$ cat config.mk
export PLATFORM = sky130hd
export DESIGN_NAME = losowanie_sched
export DESIGN_NICKNAME = d
export VERILOG_FILES = /design/src/rtl/losowanie_sched.sv
export SDC_FILE = /design/constraint.sdc
export NUM_CORES = 1
export LEC_CHECK = 0
export CAP_MARGIN = 5
export CORE_MARGIN = 5
export CORE_UTILIZATION = 60
export CTS_BUF_LIST = sky130_fd_sc_hd__clkbuf_8
export CTS_CLUSTER_SIZE = 30
export DETAILED_ROUTE_END_ITERATION = 10
export GPL_TIMING_DRIVEN = 0
export PLACE_DENSITY = 0.89
export SLEW_MARGIN = 10
export SYNTH_ARGS = -nofsm -noshare
export SYNTH_HDL_FRONTEND = slang
export SYNTH_SLANG_ARGS = --single-unit
$ cat constraint.sdc
create_clock -name clock -period 7.1 [get_ports clock]
set_clock_uncertainty 0.15 [all_clocks]
set_input_delay 1.42 -clock clock [delete_from_list [all_inputs] [get_ports clock]]
set_output_delay 1.42 -clock clock [all_outputs]
set_load 0.005 [all_outputs]
$ cat src/rtl/losowanie_sched.sv
// losowanie_sched: shares one free-running modulo counter among PLAYERS press
// inputs and hands each player one unique value in 1..VALUES per game
// (draw without replacement), arbitrating simultaneous requests round-robin.
module losowanie_sched #(
  parameter int PLAYERS = 4,
  parameter int VALUES  = 6,
  parameter int PW      = (PLAYERS > 1) ? $clog2(PLAYERS) : 1,
  parameter int VW      = $clog2(VALUES + 1)
) (
  input  logic               clock,
  input  logic               reset_,
  input  logic [PLAYERS-1:0] press,
  input  logic               clear,
  output logic               result_valid,
  output logic [VW-1:0]      result,
  output logic [PW-1:0]      player,
  output logic               busy,
  output logic               exhausted
);

  localparam int            CW       = (VALUES > 1) ? $clog2(VALUES) : 1;
  localparam logic [CW-1:0] LAST_VAL = CW'(VALUES - 1);
  localparam logic [PW-1:0] LAST_PLR = PW'(PLAYERS - 1);

  typedef enum logic {
    IDLE  = 1'b0,
    CHECK = 1'b1
  } state_t;

  state_t             state_q, state_d;
  logic [CW-1:0]      counter_q, counter_d;
  logic [CW-1:0]      cand_q, cand_d;
  logic [VALUES-1:0]  used_q, used_d;
  logic [PLAYERS-1:0] served_q, served_d;
  logic [PLAYERS-1:0] pending_q, pending_d;
  logic [PLAYERS-1:0] press_q, press_d;
  logic [PW-1:0]      rr_last_q, rr_last_d;
  logic [PW-1:0]      win_q, win_d;
  logic               result_valid_q, result_valid_d;
  logic [VW-1:0]      result_q, result_d;
  logic [PW-1:0]      player_q, player_d;

  logic [PLAYERS-1:0] press_edge;
  logic [PW-1:0]      rr_idx;
  logic [PW-1:0]      winner;
  logic               winner_found;

  assign exhausted    = &used_q;
  assign busy         = (state_q == CHECK);
  assign result_valid = result_valid_q;
  assign result       = result_q;
  assign player       = player_q;

  // Round-robin search: first pending player after the last one granted.
  always_comb begin
    winner       = rr_last_q;
    winner_found = 1'b0;
    rr_idx       = rr_last_q;
    for (int i = 0; i < PLAYERS; i++) begin
      rr_idx = (rr_idx == LAST_PLR) ? '0 : rr_idx + 1'b1;
      if (!winner_found && pending_q[rr_idx]) begin
        winner       = rr_idx;
        winner_found = 1'b1;
      end
    end
  end

  // Counter, press edge capture, draw FSM and new-game clear.
  always_comb begin
    counter_d      = (counter_q == LAST_VAL) ? '0 : counter_q + 1'b1;
    press_d        = press;
    state_d        = state_q;
    cand_d         = cand_q;
    used_d         = used_q;
    served_d       = served_q;
    pending_d      = pending_q;
    rr_last_d      = rr_last_q;
    win_d          = win_q;
    result_valid_d = 1'b0;
    result_d       = result_q;
    player_d       = player_q;

    press_edge = press & ~press_q & ~served_q;
    if (!exhausted) begin
      pending_d = pending_q | press_edge;
    end

    case (state_q)
      IDLE: begin
        if (winner_found && !exhausted) begin
          cand_d    = counter_q;
          win_d     = winner;
          rr_last_d = winner;
          state_d   = CHECK;
        end
      end
      CHECK: begin
        if (used_q[cand_q]) begin
          cand_d = (cand_q == LAST_VAL) ? '0 : cand_q + 1'b1;
        end else begin
          used_d[cand_q]   = 1'b1;
          served_d[win_q]  = 1'b1;
          pending_d[win_q] = 1'b0;
          result_d         = VW'(cand_q) + 1'b1;
          player_d         = win_q;
          result_valid_d   = 1'b1;
          state_d          = IDLE;
        end
      end
      default: state_d = IDLE;
    endcase

    // Once every value is gone, leftover requests can never be served.
    if (exhausted) begin
      pending_d = '0;
    end

    if (clear) begin
      used_d         = '0;
      served_d       = '0;
      pending_d      = '0;
      state_d        = IDLE;
      result_valid_d = 1'b0;
      result_d       = result_q;
      player_d       = player_q;
    end
  end

  // State registers with asynchronous active-low reset.
  always_ff @(posedge clock or negedge reset_) begin
    if (!reset_) begin
      state_q        <= IDLE;
      counter_q      <= '0;
      cand_q         <= '0;
      used_q         <= '0;
      served_q       <= '0;
      pending_q      <= '0;
      press_q        <= '0;
      rr_last_q      <= LAST_PLR;
      win_q          <= '0;
      result_valid_q <= 1'b0;
      result_q       <= '0;
      player_q       <= '0;
    end else begin
      state_q        <= state_d;
      counter_q      <= counter_d;
      cand_q         <= cand_d;
      used_q         <= used_d;
      served_q       <= served_d;
      pending_q      <= pending_d;
      press_q        <= press_d;
      rr_last_q      <= rr_last_d;
      win_q          <= win_d;
      result_valid_q <= result_valid_d;
      result_q       <= result_d;
      player_q       <= player_d;
    end
  end

endmodule

== Word-level counts from Yosys, hierarchy flattened ==
Index checks and enable logic that the tools add are counted.

* Register bits: 35
* Input bits: 7
* Word-level logic and storage cells: 112

* Add/sub/neg operators: 6
* Order comparisons: 8
* Equality and inequality tests: 9
* Multiplexer cells: 49
* Bitwise gates (word level): 12
* Reductions and logical operators: 16

{| class="wikitable"
|+ Operators by type and width
! kind !! count
|-
| $mux W4 || 8
|-
| $mux W6 || 3
|-
| $mux W1 || 17
|-
| $mux W2 || 8
|-
| $lt A2 B3 Y1 const B || 5
|-
| $and A4 B4 Y4 || 3
|-
| $mux W3 || 4
|-
| $not A4 Y4 || 3
|-
| $add A2 B1 Y2 const B || 4
|-
| $bmux W1 S2 || 4
|-
| $eq A2 B2 Y1 const B || 4
|-
| $or A4 B4 Y4 || 2
|-
| $add A3 B1 Y3 const B || 2
|-
| $eq A3 B3 Y1 const B || 2
|-
| $logic_and A1 B1 Y1 || 6
|-
| $or A6 B6 Y6 || 1
|-
| $pmux W3 S2 || 1
|-
| $reduce_and A2 Y1 || 3
|-
| $reduce_and A6 Y1 || 1
|-
| $logic_not A1 Y1 || 4
|-
| $lt A3 B4 Y1 const B || 1
|-
| $ne A2 B2 Y1 const B || 2
|-
| $bmux W1 S3 || 1
|-
| $demux W1 S3 || 1
|-
| other kinds (8) || 10
|}

== Logic depth before layout (Yosys ltp) ==
Gate-level depths: netlist of run 1.

* Depth in word-level cells: 18
* Mapped depth: 8

== Least setup slack after synthesis of run 1 ==
Ideal clock, no wire load.

* Kind: reg2reg
* From: register rr_last_q[1]
* To: register win_q[1]
* Data arrival time: 1974 ps
* Required time: 6818 ps
* Path slack: 4844 ps
* Cell stages (with the launch flop): 8
* Buffers on the path: 1
* Clock period less this slack: 2256 ps
* Path through: dfstp_2 ha_1 clkbuf_1 mux4_2 nor2b_1 and3_1 o32ai_1 a21oi_1

* Cells in the longest elaborated chain, start to end: 16

{| class="wikitable"
|+ Ends and longest elaborated chain
! item !! RTL line !! text
|-
| start, declared || 37 || <nowiki>logic [PW-1:0] rr_last_q, rr_last_d;</nowiki>
|-
| start signal, assigned || 152 || <nowiki>rr_last_q <= rr_last_d;</nowiki>
|-
| parallel branches: the longest is 16 deep, another holds $add A2 B1 Y2 || - ||
|-
| end signal, assigned || 153 || <nowiki>win_q <= win_d;</nowiki>
|-
| end, declared || 38 || <nowiki>logic [PW-1:0] win_q, win_d;</nowiki>
|}

Parallel ways; which one is timed is not known. The select of a mux whose other input is x is not followed.
A chain may end at the register's enable or synchronous reset.

== Worst setup path in the final report of run 1 ==
* From: register used_q[0]
* To: output port exhausted

* Cells in the longest elaborated chain, start to end: 1

{| class="wikitable"
|+ Ends and longest elaborated chain
! item !! RTL line !! text
|-
| start, declared || 33 || <nowiki>logic [VALUES-1:0] used_q, used_d;</nowiki>
|-
| start signal, assigned || 148 || <nowiki>used_q <= used_d;</nowiki>
|-
| $reduce_and A6 Y1 || 48 || <nowiki>assign exhausted = &used_q;</nowiki>
|-
| end, declared || 18 || <nowiki>output logic exhausted</nowiki>
|}

No other way between the ends.

==> results of run 1 <==
==> registers in the layout (all words and copies together), names as in the netlist <==
signal,cells
used_q,6
pending_q,4
press_q,4
served_q,4
cand_q,3
counter_q,3
result,3
player,2
rr_last_q,2
win_q,2
busy,1
result_valid,1
==> layout make-up <==
cell class              count  area [um2]  share of cell area [%]
clock buffers               7        96.3                    4.38
flip-flops and latches     35         878                    39.9
multi-input cells         143         927                    42.2
clock inverters             1        7.51                   0.341
repair buffers             14         135                    6.14
well taps                  44        55.1                    2.50
plain buffers              12        55.1                    2.50
inverters                  12        45.0                    2.05
==> layout by cell type (no fill, tap or decap), types with 3 or more instances in the layout <==
master            n
dfrtp_1          33
nor2_1           20
a21oi_1          17
nand2_1          16
clkdlybuf4s50_1  13
inv_1            10
o21ai_0          10
nor3_1            9
clkbuf_1          9
a31oi_1           7
clkbuf_8          7
nor2b_1           5
a211oi_1          4
nand2b_1          4
ha_1              4
mux4_2            3
buf_2             3
xnor2_1           3
a221oi_1          3
==> worst paths after layout <==
check,from,to,cells past startpoint
worst min-delay path,player[0],player[0],2
worst min register to register,player[0],player[0],2
worst max-delay path,used_q[0],exhausted,3
worst max register to register,rr_last_q[1],win_q[1],7
min in group asynchronous,reset_,counter_q[1],1
max in group asynchronous,reset_,used_q[1],1
==> power by group <==
group	switching, W	total, W	internal, W
Combinational	0.000236	0.000424	0.000188
Clock	0.0000694	0.000158	0.0000882
Sequential	0.0000424	0.000293	0.000251
Total	0.000347	0.000874	0.000527
==> routing by layer <==
| metal | vias to the layer above | GRT usage (%) | wire [um] |
|---|---|---|---|
| li1 | 768 | - | - |
| met1 | 763 | 27.9 | 1780 |
| met2 | 51 | 36.2 | 2040 |
| met3 | 10 | 6.12 | 194 |
| met4 | 0 | 6.09 | 70 |
| met5 | - | 0 | 0 |
==> tightest hold or removal path: cells and delay by family, from the launching register on <==
kind / cells / cell delay, ps
AND/OR/NAND/NOR: 2 / 110
flip-flops: 1 / 350
==> cell families after synthesis <==
family          count (synthesis)
compound gates                 61
xor+xnor                        3
fa+ha+maj                       4
buf+inv                        24
flops                          35
mux                             6
simple gates                   69
==> through the flow <==
| stage | total power (W) | utilization, % |
|---|---|---|
| 3_3_place_gp | 0.000698 | 68.8 |
| 6_report | 0.000874 | 72.0 |
| 2_1_floorplan | 0.000594 | - |
| 4_1_cts | 0.000873 | 72.0 |
| 3_5_place_dp | 0.000711 | 68.6 |
| 5_1_grt | 0.000948 | 72.0 |
==> results.yml, run 1 <==
outcome:
  status: "completed"
grt:
  grt-ovfl-total: 0
  grt_max_degree: 36
  grt_first_pass_wirelength_mm: 7.33
  first_global_vias: 1570
  grtUsageTotal_pct: 21.9
  antenna_found_initial: 0
cells_and_area:
  nFillCells: 246
  layout-drive-gt1-share_pct: 11.6
  fin_cells: 268
  syn_to_final_growth_pct: 15.4
  nNetsFinal: 234
  antenna_cells: 0
  final_area_um2: 2200
logic_synthesis:
  synth_fa_ha_area_share_pct: 2.63
  ys_warn_count: 0
  synth.area.mux_share_pct: 5.19
  synth_top_family_by_area: "compound AO/OA/AOI/OAI gates"
  syn_nets: 213
  yosysUniqueCellTypes: 52
  synth_top_area_share_pct: 43.3
  synth-compound-area-share_pct: 21.9
  synth.most_common_cell: "dfrtp_1"
  synthFlopType: "dfrtp_1"
  synthSimpleGateAreaFrac_pct: 17.6
  synthArstFlopShare_pct: 100
  synth-seq-area-share_pct: 46.1
  syn_area_per_cell_um2: 9.43
  synth_xor_area_share_pct: 1.38
  synth_top_cell_by_area: "dfrtp_1"
  synthesis.area_um2: 1910
  synth_area_leaders: "dfrtp_1 (43%), a21oi_1 (4.5%), nor2_1 (3.9%), mux4_2 (3.5%), nand2_1 (3.2%)"
  synth_commonest_cells: "dfrtp_1 (33), nor2_1 (20), a21oi_1 (17), nand2_1 (16)"
  synth_edf_count: 0
  ys_ff_latch: 35
  netlist_instances: 202
floorplanning:
  start_util_pct: 62.4
  rows: 20
  ioPinCount: 15
  core-area_um2: 3050
  die_w_um: 66.4
  die_h_um: 66.4
  die_area_um2: 4400
detailed_routing:
  vias_per_cell: 5.94
  vias: 1592
  drc: 0
  drtIter0Drc: 210
  ant_nets: 0
  drtPass1Iterations: 4
  wl_per_cell_um: 15.2
  routed_wl_mm: 4.08
timing:
  final.setup.tns_ps: 0
  rsz0062_at_grt: "no"
  period_minus_slack_ps: 3090
  relSlewSlack_pct: 51.3
  hold_viol: 0
  timing.final.max_slew_violations: 0
  setup_viol: 0
  whs_ps: 336
  max_freq_mhz: 324
  finalWorstSetupSlack_ps: 4010
  post-route-period-util_pct: 43.5
  tightest_slew_ps: 730
place:
  dp_slack_ps: 4280
  post-dp-hpwl_mm: 2.89
  placed_area_um2: 2100
  gp_congestion: 0.916
  dp.cells: 260
  port_buffers: 14
worst_setup_path:
  crit_chain: "nand4_1 -> nor2_1 -> clkdlybuf4s50_1"
  crit_slowest_cell: "clkdlybuf4s50_1"
  r2r_slack_ps: 4520
  cp-start-kind: "register"
  worstPathArrival_ps: 1520
  required_ps: 5530
  end_kind: "output pin"
  cp_max_fo: 3
  slowest_delay_ps: 540
  crit_buf_inv: 1
  cp_top_family: "buffers and inverters"
  path_class: "register to output pin"
cts:
  cts_repair_resize_count: 0
  cts.path.max_buffers: 2
  clockRootBuffer: "clkbuf_8"
  cts_tree: "built"
  insertion_delay_ps: 280
  cts_buffers: 5
  cts.reportedPaths.clkPinSlew_ps: 70
  cts_num_sinks: 35
  h-tree-depth: 2
  hold_buffers: 0
  post_cts_buffers: 0
run:
  max_cap_violations: 0
worst_hold_path:
  worstHoldPathType: "register to register"
power_and_ir_drop:
  ir_worst_vdd_uv: 272
  p_leak_nw: 0.936
  p_per_area_nw_per_um2: 397
Power figures use the tool's default switching activity.
==> run 2: changes to the inputs <==
clock period = 3 ns   (was 7.1 ns; I/O delays follow)
==> results of run 2 <==
Same layout as run 1 (identical final DEF). Status: completed.
Main changes from that run: setup slack after placement 4280 ps -> 449 ps; setup slack after layout 4010 ps -> 421 ps; hold slack 336 ps -> 220 ps; start point of the critical path used_q[0] -> rr_last_q[1]; end point of the critical path exhausted -> win_q[1]; register-to-register setup slack 4520 ps -> 420 ps; total power 0.000874 W -> 0.00207 W; worst IR drop on VDD 272 uV -> 645 uV
==> run 3: changes to the inputs <==
RECOVER_POWER = 25   (was not set)
==> results.yml, run 3 (synthesis gave the netlist of run 1 again) <==
floorplanning:
  die_h_um: 66.4
  rows: 20
  die_area_um2: 4400
  start_util_pct: 62.4
  ioPinCount: 15
  die_w_um: 66.4
  core-area_um2: 3050
worst_setup_path:
  worstReg2RegEnd: "win_q[1]"
  worstSetupStartpoint: "rr_last_q[1]"
  crit_path_end: "win_q[1]"
  reg2reg_depth: 7
  required_ps: 3010
  cp_max_fo: 10
  timing.rr.start: "rr_last_q[1]"
  worstPathArrival_ps: 2590
  r2r_slack_ps: 420
  cp-start-kind: "register"
  path_class: "register to register"
  end_kind: "register"
timing:
  whs_ps: 336
  rsz0062_at_grt: "no"
  max_freq_mhz: 388
  hold_viol: 0
  tightest_slew_ps: 1750
  relSlewSlack_pct: -17.0
  period_minus_slack_ps: 2580
  setup_viol: 0
  final.setup.tns_ps: 0
  post-route-period-util_pct: 86.0
  timing.final.max_slew_violations: 36
cts:
  insertion_delay_ps: 280
  clockRootBuffer: "clkbuf_8"
  cts_num_sinks: 35
  cts_repair_resize_count: 0
  cts_tree: "built"
  h-tree-depth: 2
  hold_buffers: 0
  cts_buffers: 5
  cts.path.max_buffers: 2
  post_cts_buffers: 0
  cts.reportedPaths.clkPinSlew_ps: 70
grt:
  grt_max_degree: 36
  grtUsageTotal_pct: 21.9
  first_global_vias: 1570
  antenna_found_initial: 0
  grt_first_pass_wirelength_mm: 7.33
  grt-ovfl-total: 0
place:
  gp_congestion: 0.916
  post-dp-hpwl_mm: 2.89
  dp.cells: 260
  port_buffers: 14
cells_and_area:
  fin_cells: 268
  nFillCells: 247
  nNetsFinal: 234
  antenna_cells: 0
  utilization_pct: 72.0
  multi_input_area_um2: 927
  largest_reg_flops: 6
  seqCellArea_um2: 878
  top_register: "used_q"
  layout_commonest_cell: "dfrtp_1"
  mostFrequentLayoutCells: "dfrtp_1 (33), nor2_1 (20), a21oi_1 (17)"
  syn_to_final_growth_pct: 15.4
  layout-drive-gt1-share_pct: 11.2
detailed_routing:
  routed_wl_mm: 4.08
  wl_per_cell_um: 15.2
  ant_nets: 0
  vias_per_cell: 5.92
  drc: 0
  vias: 1587
  drtPass1Iterations: 4
  drtIter0Drc: 210
run:
  max_cap_violations: 1
power_and_ir_drop:
  power_frac_comb_pct: 48.4
  switchingPower_w: 0.000821
  p_leak_nw: 0.934
  p_int_w: 0.00125
  power_frac_seq_pct: 33.6
  ir_worst_vdd_uv: 645
  swShare_pct: 39.7
  clkPwrFrac_pct: 18.0
  p_per_area_nw_per_um2: 940
outcome:
  status: "finished, violations left"
  failed_checks: "capacitance limit, slew limit"
worst_hold_path:
  hp-start: "player[0]"
  worstHoldPathType: "register to register"
[run 3: cell types whose count changed in the layout (fill, tap and decap cells not counted), sizes merged]
| cell | previous run | this run |
|---|---|---|
| buf | 4 | 3 |
| clkbuf | 16 | 17 |
| clkdlybuf4s50 | 13 | 9 |
| dlygate4sd3 | 0 | 4 |
[run 3: power by group through the flow]
stage | clock [W] | sequential, W | combinational [W]
global route | 0.000409 | 0.000708 | 0.00112
finish | 0.000373 | 0.000694 | 0.00100
global placement | 0 | 0.000693 | 0.000959
detailed placement | 0 | 0.000698 | 0.000986
CTS | 0.000380 | 0.000691 | 0.000994
floorplan | 0 | 0.000677 | 0.000729
[run 3: worst min-delay path by stage]
stage | to | slack, ps | depth (start not counted)
2_1_floorplan | busy | 150 | 0
3_3_place_gp | player[1] | 310 | 2
3_5_place_dp | player[0] | 320 | 2
4_1_cts | counter_q[1] | 240 | 1
5_1_grt | player[0] | 370 | 2
6_report | player[0] | 340 | 2
[run 3: worst max-delay path, stage by stage (launching register included)]
cell and delay (ps):
dfstp_2 550, ha_1 170, clkbuf_1 380, mux4_2 380, nor2b_1 140, and3_1 170
o32ai_1 390, a21oi_1 120
[run 3: cell type report]
cell class / count / area share [%]
Tap cell: 44 / 2.50
Timing Repair Buffer: 14 / 6.09
Clock inverter: 1 / 0.341
Inverter: 12 / 2.05
Sequential cell: 35 / 40.0
Buffer: 12 / 2.50
Multi-Input combinational cell: 143 / 42.2
Clock buffer: 7 / 4.38
[run 3: stage by stage]
step                setup slack, ps  instance area (um2)  total power [W]
finish                          420                 2200          0.00207
global route                    241                 2200          0.00224
CTS                             439                 2200          0.00207
detailed placement              449                 2100          0.00168
global placement                514                 2100          0.00165
floorplan                       744                 1910          0.00141
[run 3: routing by layer]
metal	track usage (%)	wire [um]	up-vias
li1	-	-	768
met3	6.12	191	10
met2	36.2	2040	51
met1	27.9	1770	758
met4	6.09	70	0
met5	0	0	-
